`src/rtl/pokey_timer_bank.sv`:
```
// Bank of POKEY-style down-counting timers. Adjacent channel pairs can be
// linked into one double-width counter; underflow events leave through a delay line.
module pokey_timer_pair #(
  parameter int W = 8,
  parameter int D = 3
) (
  input  logic                clk,
  input  logic                reset_n,
  input  logic                ce,
  input  logic [1:0]          tick,
  input  logic [1:0]          wr_en,
  input  logic [W-1:0]        data_in,
  input  logic                link,
  input  logic                restart,
  output logic [1:0]          underflow,
  output logic [1:0][W-1:0]   count
);
  localparam logic [W-1:0]   ONE  = 1;
  localparam logic [2*W-1:0] ONE2 = 1;

  logic [1:0][W-1:0] r, c, c_tick;
  logic [1:0][D-1:0] pipe;
  logic [1:0]        ev;
  logic [2*W-1:0]    comb, comb_nxt;

  always_comb begin
    comb     = {c[1], c[0]};
    comb_nxt = (comb == '0) ? {r[1], r[0]} : comb - ONE2;
    ev       = '0;
    c_tick   = c;
    if (link) begin
      // Only the low tick drives a linked pair; its underflow lands on the high half
      ev[1] = tick[0] && (comb == '0) && !wr_en[0] && !wr_en[1] && !restart;
      if (tick[0]) c_tick = comb_nxt;
    end else begin
      for (int i = 0; i < 2; i++) begin
        ev[i] = tick[i] && (c[i] == '0) && !wr_en[i] && !restart;
        if (tick[i]) c_tick[i] = (c[i] == '0) ? r[i] : c[i] - ONE;
      end
    end
  end

  always_ff @(posedge clk or negedge reset_n) begin
    if (!reset_n) begin
      r    <= '0;
      c    <= '0;
      pipe <= '0;
    end else if (ce) begin
      for (int i = 0; i < 2; i++) begin
        if (wr_en[i]) begin
          r[i]    <= data_in;
          c[i]    <= data_in;
          pipe[i] <= '0;
        end else if (restart) begin
          c[i]    <= r[i];
          pipe[i] <= '0;
        end else begin
          c[i]    <= c_tick[i];
          pipe[i] <= (pipe[i] << 1) | D'(ev[i]);
        end
      end
    end
  end

  assign underflow[0] = pipe[0][D-1] & ~link;
  assign underflow[1] = pipe[1][D-1];
  assign count        = c;
endmodule

module pokey_timer_bank #(
  parameter int CHANNELS        = 4,
  parameter int WIDTH           = 8,
  parameter int UNDERFLOW_DELAY = 3
) (
  input  logic                        clk,
  input  logic                        reset_n,
  input  logic                        ce,
  input  logic [CHANNELS-1:0]         tick,
  input  logic [CHANNELS-1:0]         wr_en,
  input  logic [WIDTH-1:0]            data_in,
  input  logic [CHANNELS/2-1:0]       link,
  input  logic                        restart,
  output logic [CHANNELS-1:0]         underflow,
  output logic [CHANNELS*WIDTH-1:0]   count_out
);
  localparam int PAIRS = CHANNELS / 2;

  logic [PAIRS-1:0][1:0][WIDTH-1:0] pair_count;

  for (genvar k = 0; k < PAIRS; k++) begin : g_pair
    pokey_timer_pair #(.W(WIDTH), .D(UNDERFLOW_DELAY)) u_pair (
      .clk       (clk),
      .reset_n   (reset_n),
      .ce        (ce),
      .tick      (tick[2*k +: 2]),
      .wr_en     (wr_en[2*k +: 2]),
      .data_in   (data_in),
      .link      (link[k]),
      .restart   (restart),
      .underflow (underflow[2*k +: 2]),
      .count     (pair_count[k])
    );
  end

  assign count_out = pair_count;
endmodule

```
`config.mk`:
```
export PLATFORM = sky130hd
export DESIGN_NAME = pokey_timer_bank
export DESIGN_NICKNAME = d
export VERILOG_FILES = /design/src/rtl/pokey_timer_bank.sv
export SDC_FILE = /design/constraint.sdc
export NUM_CORES = 1
export LEC_CHECK = 0
export CAP_MARGIN = 10
export CORE_ASPECT_RATIO = 1.4
export CORE_MARGIN = 3
export CORE_UTILIZATION = 51
export CTS_CLUSTER_SIZE = 10
export DETAILED_ROUTE_END_ITERATION = 7
export PLACE_DENSITY = 0.81
export SETUP_SLACK_MARGIN = 0.3
export SLEW_MARGIN = 20
export SYNTH_ARGS = -nofsm -noshare
export SYNTH_HDL_FRONTEND = slang
export SYNTH_SLANG_ARGS = --single-unit
```
`constraint.sdc`:
```
create_clock -name clk -period 2.5 [get_ports clk]
set_clock_uncertainty 0.1 [all_clocks]
set_input_delay 0.25 -clock clk [delete_from_list [all_inputs] [get_ports clk]]
set_output_delay 0.25 -clock clk [all_outputs]
set_load 0.05 [all_outputs]
```
==> flow_summary.ini <==
[setup_path]
critPathSlowestCell = dfrtp_2
critical-path-top-delay-family = compound AO/OA/AOI/OAI gates
worstPathRequired_ps = 2620
r2r_end = g_pair[1].u_pair.count[3]
ff2ff_path_depth = 7
start_kind = flip-flop
crit_chain = inv_4, ha_4, or3b_4, o21ai_4, a31oi_4, mux2_4, a221o_1
crit_path_max_fanout = 6
critPathKind = reg2reg
arrival_ps = 2390
path_buf_inv = 1
worst_setup_path_end_kind = flip-flop
r2r_slack_ps = 230
slowest_delay_ps = 420
reg2reg_from = g_pair[1].u_pair.count[8]

[placed_design]
routabilityCongestion = 0.915
io_buffers = 57
hpwl_um = 9670
dp.cells = 658
placed_area_um2 = 5580

[floorplan]
num_rows = 40
die_h_um = 119
die_area_um2 = 10200
die_w_um = 86.4
fp.coreArea_um2 = 8710
io_pins = 58
start_util_pct = 53.0

[layout]
layout.cells.non_filler = 707
final_nets = 623
antenna_cells = 0
fillers = 637
area_growth_pct = 36.0
layout-drive-gt1-share_pct = 29.2
fin_area_um2 = 6270
final_util_pct = 72.0

[pwr]
p_leak_nw = 2.62
worst_ir_drop_vdd_mv = 0.450
powerDensity_nw_per_um2 = 720
power_mw = 4.52

[yosys]
async_reset_ff_share_pct = 100
seq_area_frac_synth_pct = 41.2
synth_area_leaders = dfrtp_1 41%, mux2_2 6.8%, a21oi_1 3.5%
syn_nets = 519
yosys.area.top_type = dfrtp_1
yosysWarnings = 0
synth_ff_type = dfrtp_1
synthCells = 493
synth_edf_count = 0
synth_cell_type_count = 64
ys_ff_latch = 76
postSynthAreaPerCell_um2 = 9.36
ys_top_cells_by_count = 76 x dfrtp_1, 38 x nand2_1, 32 x a21oi_1, 28 x mux2_2, 24 x nor2_1
yosys.area.top_type_share_pct = 41.2
syn_area_um2 = 4610
yosysMostFrequentCell = dfrtp_1

[outcome]
status = completed

[sta]
finalCriticalPeriod_ps = 2270
period_share_pct = 90.7
max_slew_margin_pct = 58.9
max_freq_mhz = 441
rsz0062_at_grt = true
setup_violations = 0
setup_tns_ps = 0
tightestPinTransition_ps = 611
finalMaxSlewViolations = 0
hold_viol = 0

[detailed_routing]
final_antenna_net_count = 0
routed-via-count = 4640
wl_per_cell_um = 20.6
drc_errors = 0
drtIter0Drc = 452
dr.pass1.iters = 7
via_per_inst = 6.56
totalWireLength_um = 14500

[hold_path]
hp-class = in2async

[clocking]
htree_levels = 3
path_clk_slew_ps = 60
clkLatencyLatePin_ps = 340
cts_tree = done
cts_buffer_depth = 2
cts.sink_count = 76
cts_inserted_buffers = 9
clockRootBuffer = clkbuf_16

[grt]
grt_max_degree = 43
grt_pass1_wl_um = 23000
first_global_vias = 4550
antenna_found_initial = 0
track_usage_pct = 28.3
globalRouteOverflowTotal = 0

[run]
drv_cap = 0
[metrics by stage]
stage	worst slack [ps]	hold WS, ps
final	233	358
after global routing	179	400
after CTS	262	370
after detailed placement	103	186
after global placement	129	182
after floorplan	89.0	-146
[worst register-to-register path, cell delays in order, from the launching register on]
cell and delay (ps):
dfrtp_2 420, inv_4 80, ha_4 150, or3b_4 410, o21ai_4 190, a31oi_4 160
mux2_4 330, a221o_1 300
[power breakdown]
group,total [mW],switching [mW],leakage [nW],internal [mW]
combinational,1.49,0.853,1.56,0.639
sequential,1.60,0.199,0.904,1.40
clock,1.42,0.523,0.153,0.901
[cells by family after synthesis]
kind of cell	count (synthesis)	share of synthesized area [%]
flip-flops	76	41.2
AO/OA/AOI/OAI	155	24.0
XOR/XNOR	15	2.85
multiplexers	33	7.92
adder cells (fa/ha/maj)	4	1.08
AND/OR/NAND/NOR	157	18.2
buffers and inverters	53	4.72
[repair_timing]
item / in CTS / in global routing
gates cloned: 0 / 0
hold buffers: 1 / 0
endpoints found under the setup margin: 15 / 17
buffers inserted: 21 / 11
pin swaps: 7 / 13
resized for setup: 13 / 10
endpoints found under the hold margin: 41 / 0
[layout make-up]
cell class / count / area, µm² / area share, %
inverters: 23 / 91.3 / 1.46
well taps: 105 / 131 / 2.09
flip-flops and latches: 76 / 1930 / 30.8
clock inverters: 4 / 72.6 / 1.16
repair buffers: 123 / 1090 / 17.4
multi-input cells: 364 / 2710 / 43.2
clock buffers: 12 / 246 / 3.93
[routing by layer]
layer | global-route usage [%] | wire length (µm)
met5 | 0 | 0
met2 | 48.3 | 7500
met1 | 34.9 | 5580
met4 | 12.3 | 512
met3 | 4.18 | 946
[state kept, by name, indices dropped and copies added, names as in the netlist]
register                 cells
g_pair.u_pair.count         32
g_pair.u_pair.r             32
g_pair.u_pair.pipe          10
g_pair.u_pair.underflow      2
[how the worst max path moves through the flow]
stage / startpoint / to / slack [ps] / cells past startpoint
after floorplan: g_pair[0].u_pair.count[4] / g_pair[0].u_pair.count[15] / 90 / 7
final: g_pair[1].u_pair.count[8] / g_pair[1].u_pair.count[3] / 230 / 7
after CTS: g_pair[0].u_pair.count[9] / g_pair[0].u_pair.count[15] / 260 / 7
after detailed placement: link[0] / g_pair[0].u_pair.count[3] / 100 / 5
after global placement: link[0] / g_pair[0].u_pair.count[7] / 130 / 5
after global routing: g_pair[0].u_pair.count[8] / g_pair[0].u_pair.count[15] / 180 / 7
[placed cells by master, fill, tap and decap left out, drive strengths merged, types with 12 or more instances in the layout]
| master | count |
|---|---|
| dfrtp | 76 |
| buf | 68 |
| clkdlybuf4s50 | 54 |
| nand2 | 38 |
| a21oi | 33 |
| mux2 | 28 |
| nor2 | 26 |
| o21ai | 23 |
| inv | 22 |
| nand3 | 17 |
| nor3 | 16 |
| clkbuf | 12 |
Note: power is estimated with default switching activity, not from simulation.
